===== src/rtl/tone_decoder.sv =====
// tone_decoder: counts rising edges of five asynchronous band-pass comparator
// outputs over a fixed gate window, classifies each channel as active when its
// edge count falls in a band, and debounces the decoded junction command
// (one of bp1..bp4, qualified by the bp5 pilot) across several windows.
module tone_decoder #(
  parameter int GATE_CYCLES     = 500_000,
  parameter int MIN_EDGES       = 5,
  parameter int MAX_EDGES       = 200,
  parameter int CONFIRM_WINDOWS = 3,
  parameter int RELEASE_WINDOWS = 2
) (
  input  logic       clk,
  input  logic       rstN,
  input  logic       bp1,
  input  logic       bp2,
  input  logic       bp3,
  input  logic       bp4,
  input  logic       bp5,
  output logic       tdEn,
  output logic [1:0] tdDir,
  output logic [4:0] toneActive,
  output logic       windowDone
);

  localparam int          CW          = $clog2(CONFIRM_WINDOWS + 1);
  localparam int          RW          = $clog2(RELEASE_WINDOWS + 1);
  localparam logic [19:0] GATE_LAST   = 20'(GATE_CYCLES - 1);
  localparam logic [11:0] MIN_CNT     = 12'(MIN_EDGES);
  localparam logic [11:0] MAX_CNT     = 12'(MAX_EDGES);
  localparam logic [11:0] SAT_CNT     = 12'hFFF;
  localparam logic [CW-1:0] CONFIRM_CNT = CW'(CONFIRM_WINDOWS);
  localparam logic [RW-1:0] RELEASE_CNT = RW'(RELEASE_WINDOWS);

  typedef enum logic [1:0] {
    IDLE    = 2'd0,
    CONFIRM = 2'd1,
    LOCKED  = 2'd2
  } state_t;

  logic [4:0]    sync1_r;
  logic [4:0]    sync2_r;
  logic [4:0]    prev_r;
  logic [4:0]    edge_s;
  logic [11:0]   edge_cnt_r [5];
  logic [19:0]   gate_r;
  logic          window_end_s;
  logic [4:0]    active_s;
  logic          valid_s;
  logic [1:0]    cmd_s;

  state_t        state_r, state_nx;
  logic [1:0]    cand_r, cand_nx;
  logic [CW-1:0] match_r, match_nx;
  logic [CW-1:0] match_inc_s;
  logic [RW-1:0] miss_r, miss_nx;
  logic [RW-1:0] miss_inc_s;
  logic          td_en_r, td_en_nx;
  logic [1:0]    td_dir_r, td_dir_nx;
  logic [4:0]    tone_active_r;
  logic          window_done_r;

  // Two-flop synchronizer plus the previous-value flop used for edge detection.
  always_ff @(posedge clk or negedge rstN) begin
    if (!rstN) begin
      sync1_r <= 5'd0;
      sync2_r <= 5'd0;
      prev_r  <= 5'd0;
    end else begin
      sync1_r <= {bp5, bp4, bp3, bp2, bp1};
      sync2_r <= sync1_r;
      prev_r  <= sync2_r;
    end
  end

  assign edge_s       = sync2_r & ~prev_r;
  assign window_end_s = (gate_r == GATE_LAST);

  // Gate counter: free-running 0..GATE_CYCLES-1, restarting on reset release.
  always_ff @(posedge clk or negedge rstN) begin
    if (!rstN) begin
      gate_r <= 20'd0;
    end else if (window_end_s) begin
      gate_r <= 20'd0;
    end else begin
      gate_r <= gate_r + 20'd1;
    end
  end

  // Saturating per-channel edge counters; an edge on the window-end cycle seeds the next window.
  always_ff @(posedge clk or negedge rstN) begin
    if (!rstN) begin
      for (int i = 0; i < 5; i++) begin
        edge_cnt_r[i] <= 12'd0;
      end
    end else begin
      for (int i = 0; i < 5; i++) begin
        if (window_end_s) begin
          edge_cnt_r[i] <= edge_s[i] ? 12'd1 : 12'd0;
        end else if (edge_s[i] && (edge_cnt_r[i] != SAT_CNT)) begin
          edge_cnt_r[i] <= edge_cnt_r[i] + 12'd1;
        end else begin
          edge_cnt_r[i] <= edge_cnt_r[i];
        end
      end
    end
  end

  // In-band classification of the running counts (meaningful at window end).
  always_comb begin
    active_s = 5'd0;
    for (int i = 0; i < 5; i++) begin
      active_s[i] = (edge_cnt_r[i] >= MIN_CNT) && (edge_cnt_r[i] <= MAX_CNT);
    end
  end

  // Command decode: pilot present and exactly one command channel active.
  always_comb begin
    cmd_s   = 2'b00;
    valid_s = 1'b0;
    case (active_s[3:0])
      4'b0001: begin cmd_s = 2'b00; valid_s = active_s[4]; end
      4'b0010: begin cmd_s = 2'b01; valid_s = active_s[4]; end
      4'b0100: begin cmd_s = 2'b10; valid_s = active_s[4]; end
      4'b1000: begin cmd_s = 2'b11; valid_s = active_s[4]; end
      default: begin cmd_s = 2'b00; valid_s = 1'b0; end
    endcase
  end

  assign match_inc_s = match_r + CW'(1);
  assign miss_inc_s  = miss_r + RW'(1);

  // Debounce FSM next-state and output logic, evaluated only on window ends.
  always_comb begin
    state_nx  = state_r;
    cand_nx   = cand_r;
    match_nx  = match_r;
    miss_nx   = miss_r;
    td_en_nx  = td_en_r;
    td_dir_nx = td_dir_r;
    if (window_end_s) begin
      case (state_r)
        IDLE: begin
          if (valid_s) begin
            cand_nx  = cmd_s;
            match_nx = CW'(1);
            if (CONFIRM_WINDOWS == 1) begin
              state_nx  = LOCKED;
              td_en_nx  = 1'b1;
              td_dir_nx = cmd_s;
              miss_nx   = RW'(0);
            end else begin
              state_nx = CONFIRM;
            end
          end else begin
            state_nx = IDLE;
          end
        end
        CONFIRM: begin
          if (valid_s) begin
            if (cmd_s == cand_r) begin
              match_nx = match_inc_s;
              if (match_inc_s >= CONFIRM_CNT) begin
                state_nx  = LOCKED;
                td_en_nx  = 1'b1;
                td_dir_nx = cand_r;
                miss_nx   = RW'(0);
              end else begin
                state_nx = CONFIRM;
              end
            end else begin
              cand_nx  = cmd_s;
              match_nx = CW'(1);
            end
          end else begin
            state_nx = IDLE;
            match_nx = CW'(0);
          end
        end
        LOCKED: begin
          if (valid_s) begin
            if (cmd_s == cand_r) begin
              miss_nx = RW'(0);
            end else begin
              // A different tone never inherits the lock; it must re-confirm.
              td_en_nx = 1'b0;
              cand_nx  = cmd_s;
              match_nx = CW'(1);
              state_nx = CONFIRM;
            end
          end else begin
            if (miss_inc_s >= RELEASE_CNT) begin
              td_en_nx = 1'b0;
              miss_nx  = RW'(0);
              state_nx = IDLE;
            end else begin
              miss_nx = miss_inc_s;
            end
          end
        end
        default: begin
          state_nx = IDLE;
          td_en_nx = 1'b0;
        end
      endcase
    end else begin
      state_nx = state_r;
    end
  end

  // FSM state, debounce counters and command outputs.
  always_ff @(posedge clk or negedge rstN) begin
    if (!rstN) begin
      state_r  <= IDLE;
      cand_r   <= 2'b00;
      match_r  <= CW'(0);
      miss_r   <= RW'(0);
      td_en_r  <= 1'b0;
      td_dir_r <= 2'b00;
    end else begin
      state_r  <= state_nx;
      cand_r   <= cand_nx;
      match_r  <= match_nx;
      miss_r   <= miss_nx;
      td_en_r  <= td_en_nx;
      td_dir_r <= td_dir_nx;
    end
  end

  // Per-window activity snapshot and the window-end pulse.
  always_ff @(posedge clk or negedge rstN) begin
    if (!rstN) begin
      tone_active_r <= 5'd0;
      window_done_r <= 1'b0;
    end else begin
      window_done_r <= window_end_s;
      if (window_end_s) begin
        tone_active_r <= active_s;
      end else begin
        tone_active_r <= tone_active_r;
      end
    end
  end

  assign tdEn       = td_en_r;
  assign tdDir      = td_dir_r;
  assign toneActive = tone_active_r;
  assign windowDone = window_done_r;

endmodule


===== config.mk =====
export PLATFORM = sky130hd
export DESIGN_NAME = tone_decoder
export DESIGN_NICKNAME = d
export VERILOG_FILES = /design/src/rtl/tone_decoder.sv
export SDC_FILE = /design/constraint.sdc
export NUM_CORES = 1
export LEC_CHECK = 0
export CAP_MARGIN = 10
export CORE_UTILIZATION = 42
export CTS_CLUSTER_SIZE = 28
export DETAILED_ROUTE_END_ITERATION = 10
export SYNTH_ARGS = -nofsm -noshare
export SYNTH_HDL_FRONTEND = slang
export SYNTH_SLANG_ARGS = --single-unit

===== constraint.sdc =====
create_clock -name clk -period 2.7 [get_ports clk]
set_input_delay 0.405 -clock clk [delete_from_list [all_inputs] [get_ports clk]]
set_output_delay 0.405 -clock clk [all_outputs]
set_load 0.01 [all_outputs]

# [After elaboration in Yosys (flattened, before gate mapping)]
# Index checks and enable logic that the tools add are counted.
[classes] reduce_logical=27 n_eq_ne=25 bitwise=3 mux=49 add_sub_neg=8 magnitude_cmp=12
[op_table] op="12-bit 2-to-1 mux" count=10
[op_table] op="12-bit by 1-bit adder with 12-bit output, second input constant" count=5
[op_table] op="12-bit by 3-bit greater-or-equal comparator with 1-bit output, second input constant" count=5
[op_table] op="12-bit by 8-bit <= comparator with 1-bit output, second input constant" count=5
[op_table] op="12-bit inequality test, second input constant" count=5
[op_table] op="2-bit 2-to-1 mux" count=19
[op_table] op="20-bit by 1-bit adder with 20-bit output, second input constant" count=1
[op_table] op="20-bit by 19-bit == test with 1-bit output, second input constant" count=1
[op_table] op="20-bit 2-to-1 mux" count=1
[op_table] op="2-bit one-hot mux with 3 select lines" count=3
[op_table] op="5-bit AND reduction" count=3
[op_table] op="2-bit inequality test, second input constant" count=7
[op_table] op="2-bit nonzero test" count=7
[op_table] op="1-bit 2-to-1 mux" count=13
[op_table] op="3-bit inequality test, second input constant" count=4
[op_table] op="1-bit logical AND" count=10
[op_table] op="2-bit one-hot mux with 2 select lines" count=2
[op_table] op="7-bit AND reduction" count=1
[op_table] op="6-bit AND reduction" count=1
[op_table] op="5-bit bitwise AND" count=1
[op_table] op="5-bit inverter" count=1
[op_table] op="2-bit by 1-bit adder with 2-bit output, second input constant" count=2
[op_table] op="4-bit by 1-bit == test with 1-bit output, second input constant" count=1
[op_table] op="4-bit by 2-bit == test with 1-bit output, second input constant" count=1
[op_table] op="14 further kinds" count=15
[word_totals] in_bits=7 out_inout_bits=9 regBits=112

# [Depth between registers and ports, before layout]
[logic_depth] depth_word=8 depth_mapped=11

# [Worst setup path before layout]
# OpenSTA, ideal clock, no wires.
[synth_path] path_type="register -> register" from="register edge_cnt_r[43] (netlist name)" to="register state_r[0]" stages_incl_launch_ff=9 setup_ps=127 arrival_ps=2798 setup_slack_ps=-225 cell_sequence="dfrtp_1 > or4_1 > a211oi_2 > o22ai_2 > nand2b_4 > a311o_1 > and3b_4 > a221o_1 > mux2_1"
[synth_between] elab_chain_len=7 word_cells_on_any_way=19 classes_between="2 x order compare; 8 x eq/ne; 6 x mux; 3 x reduce/logical"
[synth_rtl] item="start: declaration" line_no="44" text="logic [11:0] edge_cnt_r [5];"
[synth_rtl] item="start signal: indexed assignment" line_no="98" text="edge_cnt_r[i] <= edge_s[i] ? 12'd1 : 12'd0;"
[synth_rtl] item="start signal: indexed assignment" line_no="100" text="edge_cnt_r[i] <= edge_cnt_r[i] + 12'd1;"
[synth_rtl] item="start signal: indexed assignment" line_no="102" text="edge_cnt_r[i] <= edge_cnt_r[i];"
[synth_rtl] item="12-bit by 3-bit greater-or-equal comparator with 1-bit output / 12-bit by 8-bit <= comparator with 1-bit output (equally long branches)" line_no="112" text="active_s[i] = (edge_cnt_r[i] >= MIN_CNT) && (edge_cnt_r[i] <= MAX_CNT);"
[synth_rtl] item="1-bit logical AND (*)" line_no="112"
[synth_rtl] item="4-bit == test, or another cell as far along" line_no="120" text="case (active_s[3:0])"
[synth_rtl] item="2-bit one-hot mux with 3 select lines / 4-bit OR reduction (equally long branches)"
[synth_rtl] item="2-bit == test / 1-bit 2-to-1 mux (equally long branches)" line_no="160, 181, 120"
[synth_rtl] item="3-bit inequality test (no source line), or another cell as far along"
[synth_rtl] item="4-bit AND reduction (no source line) / 2-bit one-hot mux with 3 select lines (equally long branches)"
[synth_rtl] item="end signal: assignment" line_no="220" text="state_r <= state_nx;"
[synth_rtl] item="end: declaration" line_no="51" text="state_t state_r, state_nx;"
# Every way passes the cells marked *; elsewhere a longest branch is shown, timed or not.
# A chain may end at the register's enable or synchronous reset.

# [Worst setup path in the final report]
[layout_path] from="register edge_cnt_r[15] (netlist name)" to="register state_r[1]"
[layout_between] elab_chain_len=7 word_cells_on_any_way=18 classes_between="2 x order compare; 8 x eq/ne; 5 x mux; 3 x reduce/logical"
[layout_rtl] item="12-bit by 3-bit greater-or-equal comparator with 1-bit output / 12-bit by 8-bit <= comparator with 1-bit output (equally long branches)" line_no="112"
[layout_rtl] item="1-bit logical AND (*)" line_no="112"
[layout_rtl] item="4-bit == test, or another cell as far along" line_no="120"
[layout_rtl] item="2-bit one-hot mux with 3 select lines / 4-bit OR reduction (equally long branches)"
[layout_rtl] item="2-bit == test / 1-bit 2-to-1 mux (equally long branches)" line_no="160, 181, 120"
[layout_rtl] item="3-bit inequality test (no source line), or another cell as far along"
[layout_rtl] item="4-bit AND reduction (no source line) / 2-bit one-hot mux with 3 select lines (equally long branches)"
# Marked as above.

==> flow_summary.ini <==
[synthesis]
synth_mux_area_share_pct = 1.91
synth_edf_count = 0
synth-xor-area-share_pct = 9.58
synthAdderAreaFrac_pct = 5.86
synth-simple-area-share_pct = 21.8
ys_top_cells_by_area = dfrtp_1 49%, xor2_1 6.5%, ha_1 5.9%, nor2_1 5.4%, nand2_1 3.8%
yosys.cell_types.count = 56
synth_top_family_by_area = simple AND/OR/NAND/NOR gates
syn_nets = 620
synth_compound_area_share_pct = 9.60
ys_seq_elements = 112
netlist_area_mm2 = 0.00576
synth_warnings = 0
synth-async-reset-ratio_pct = 100
ys.flop_type = dfrtp_1
synth_common_cells = 112 x dfrtp_1, 83 x nor2_1, 58 x nand2_1
yosysTopAreaCell = dfrtp_1
yosysMostFrequentCell = dfrtp_1
syn_inst = 586
ys_seq_area_share_pct = 48.7
synth_top_area_share_pct = 48.7
synth_area_per_cell_um2 = 9.83

[clock_tree]
cts_root_buf = clkbuf_16
cts_tree = built
cts.clk_slew.worst_paths_ps = 70
clkSinkCount = 112
cts_max_path_buffers = 2
numCtsBuffers = 9
cts_hold_buf = 0
clkLatencyLatePin_ps = 350
h-tree-depth = 3

[pwr]
seqPwrFrac_pct = 36.6
power_frac_comb_pct = 39.4
leakage_nw = 3.40
p_switching_mw = 1.79
p_per_area_mw_per_mm2 = 764
p_total_mw = 5.46
p_sw_share_pct = 32.9
intPower_mw = 3.66
p_clk_share_pct = 24.0
vdd_drop_max_uv = 473

[layout]
synthToLayoutAreaGrowth_pct = 24.1
num_antenna_cells = 0
drive_gt1_share_pct = 20.0
fin_util_pct = 53.8
finalNetCount = 720
n_fill_cell = 1164
multi_input_area_mm2 = 0.00291
regArea_mm2 = 0.00280

[floorplan]
core_mm2 = 0.0133
die_w_um = 119
die_h_um = 119
start_util_pct = 43.3
die_area_mm2 = 0.0142
ioPinCount = 16
row_count = 42

[global_routing]
grt.met2_usage_pct = 31.6
track_usage_pct = 18.1
met3_usage_pct = 4.93
grt_overflow = 0
grt-busiest-layer = met2
grt_antenna_before_repair = 0
grt_pass1_vias = 4529
grtUsageMet1_pct = 21.7
grt_pass1_wl_um = 20600
grt_max_degree = 73

[run_status]
status = finished with violations
violations = negative setup slack

[routing]
drc = 0
wl_per_cell_um = 13.5
drt_iter0_markers = 145
num_vias = 4479
drt-pass1-iter-count = 4
ant_nets = 0
via_per_inst = 5.17
wirelength_um = 11700

[timing]
final-hold-violation-count = 0
setup_viol = 8
grt_setup_unrepaired = yes
fin_crit_ps = 2930
clock_skew_ps = 6.37
drv_slew = 0
fmax_mhz = 341
finalCritPeriodShare_pct = 109
relSlewSlack_pct = 62.5
worstMarginPinSlew_ps = 563
holdWs_ps = 41.7
worst_slack_ps = -231

[worst_setup_path]
r2r-end = state_r[1]
start_kind = register
critPathCaptureType = register
startpoint = edge_cnt_r[15]
arrival_ps = 3170
cp.required_ps = 2940
r2r_setup_slack_ps = -230
r2r-start = edge_cnt_r[15]
crit_type = reg -> reg
worst-path-max-fanout = 3
ff2ff_path_depth = 9

[worst_hold_path]
min_path_type = in -> async

[run]
cap_viol_max_count = 0

[place]
numPortBuffers = 15
dp_hpwl_um = 8220
place_congestion = 0.816
-- worst max path at each step --
stage / endpoint / slack, ps / depth (start not counted)
3_3_place_gp: state_r[1] / -200 / 9
6_report: state_r[1] / -230 / 9
3_5_place_dp: state_r[0] / -300 / 9
2_1_floorplan: state_r[0] / -120 / 9
5_1_grt: state_r[0] / -300 / 11
4_1_cts: state_r[1] / -210 / 9
-- metal layers --
metal / vias to the layer above / routed length, um
met5: - / 0
met4: 0 / 169
met3: 15 / 294
met2: 48 / 5940
met1: 2203 / 5300
li1: 2213 / -
-- state kept, by name (all words and copies together) (netlist names) --
register and flops:
edge_cnt_r 60, gate_r 20, prev_r 5, sync1_r 5, sync2_r 5, toneActive 5, cand_r 2, match_r 2
miss_r 2, state_r 2, tdDir 2, tdEn 1, windowDone 1
-- per-stage QoR --
| step | area [um2] | TNS [ps] | setup WS, ps | std cells |
|---|---|---|---|---|
| floorplan | 5800 | -242 | -121 | 586 |
| global placement | 6740 | -751 | -201 | 845 |
| detailed placement | 6740 | -1450 | -299 | 845 |
| CTS | 7100 | -724 | -208 | 863 |
| global route | 7150 | -1800 | -295 | 866 |
| finish | 7150 | -884 | -231 | 866 |
-- worst max-delay path, stage by stage (launching register included) --
cell and delay [ps]:
dfrtp_1 380, or4_4 550, a211o_1 270, a211o_1 300
a21oi_2 190, o221ai_2 140, buf_4 160, a31o_4 210
a221o_1 310, mux2_4 310
-- timing repair --
action                     4_1_cts  5_1_grt
resized for setup               13        5
setup endpoints to repair       10       11
cloned                           0        0
pin swaps                        3        4
setup buffers                    3        3
-- power by group through the flow --
| stage | clock network (mW) | registers [mW] | logic (mW) |
|---|---|---|---|
| 3_5_place_dp | 0 | 2.03 | 1.98 |
| 6_report | 1.31 | 2.00 | 2.15 |
| 5_1_grt | 1.43 | 2.03 | 2.38 |
| 2_1_floorplan | 0 | 2.07 | 1.05 |
| 3_3_place_gp | 0 | 2.02 | 1.91 |
| 4_1_cts | 1.37 | 2.00 | 2.11 |
-- cell families after synthesis --
kind of cell,Yosys count
mux,10
flops,112
simple gates,258
xor+xnor,63
fa+ha+maj,27
compound gates,77
buf+inv,39
-- cell type report --
class,instances,area share (%)
timing repair buffer,102,11.6
sequential,112,39.2
clock inverter,4,0.630
clock buffer,11,3.40
inverter,26,1.37
tap,176,3.08
multi-input combinational,435,40.8
-- placed cells by master (no fill, tap or decap), types with 20 or more instances in the layout --
cell type	synthesis	final
xnor2_1	20	20
ha_1	27	27
dfrtp_1	112	112
and3_1	21	21
inv_1	25	24
nand2_1	58	58
xor2_1	43	43
buf_4	0	86
nor2_1	83	81
nand3_1	22	22
No activity file was read; power rests on OpenSTA's default activity.
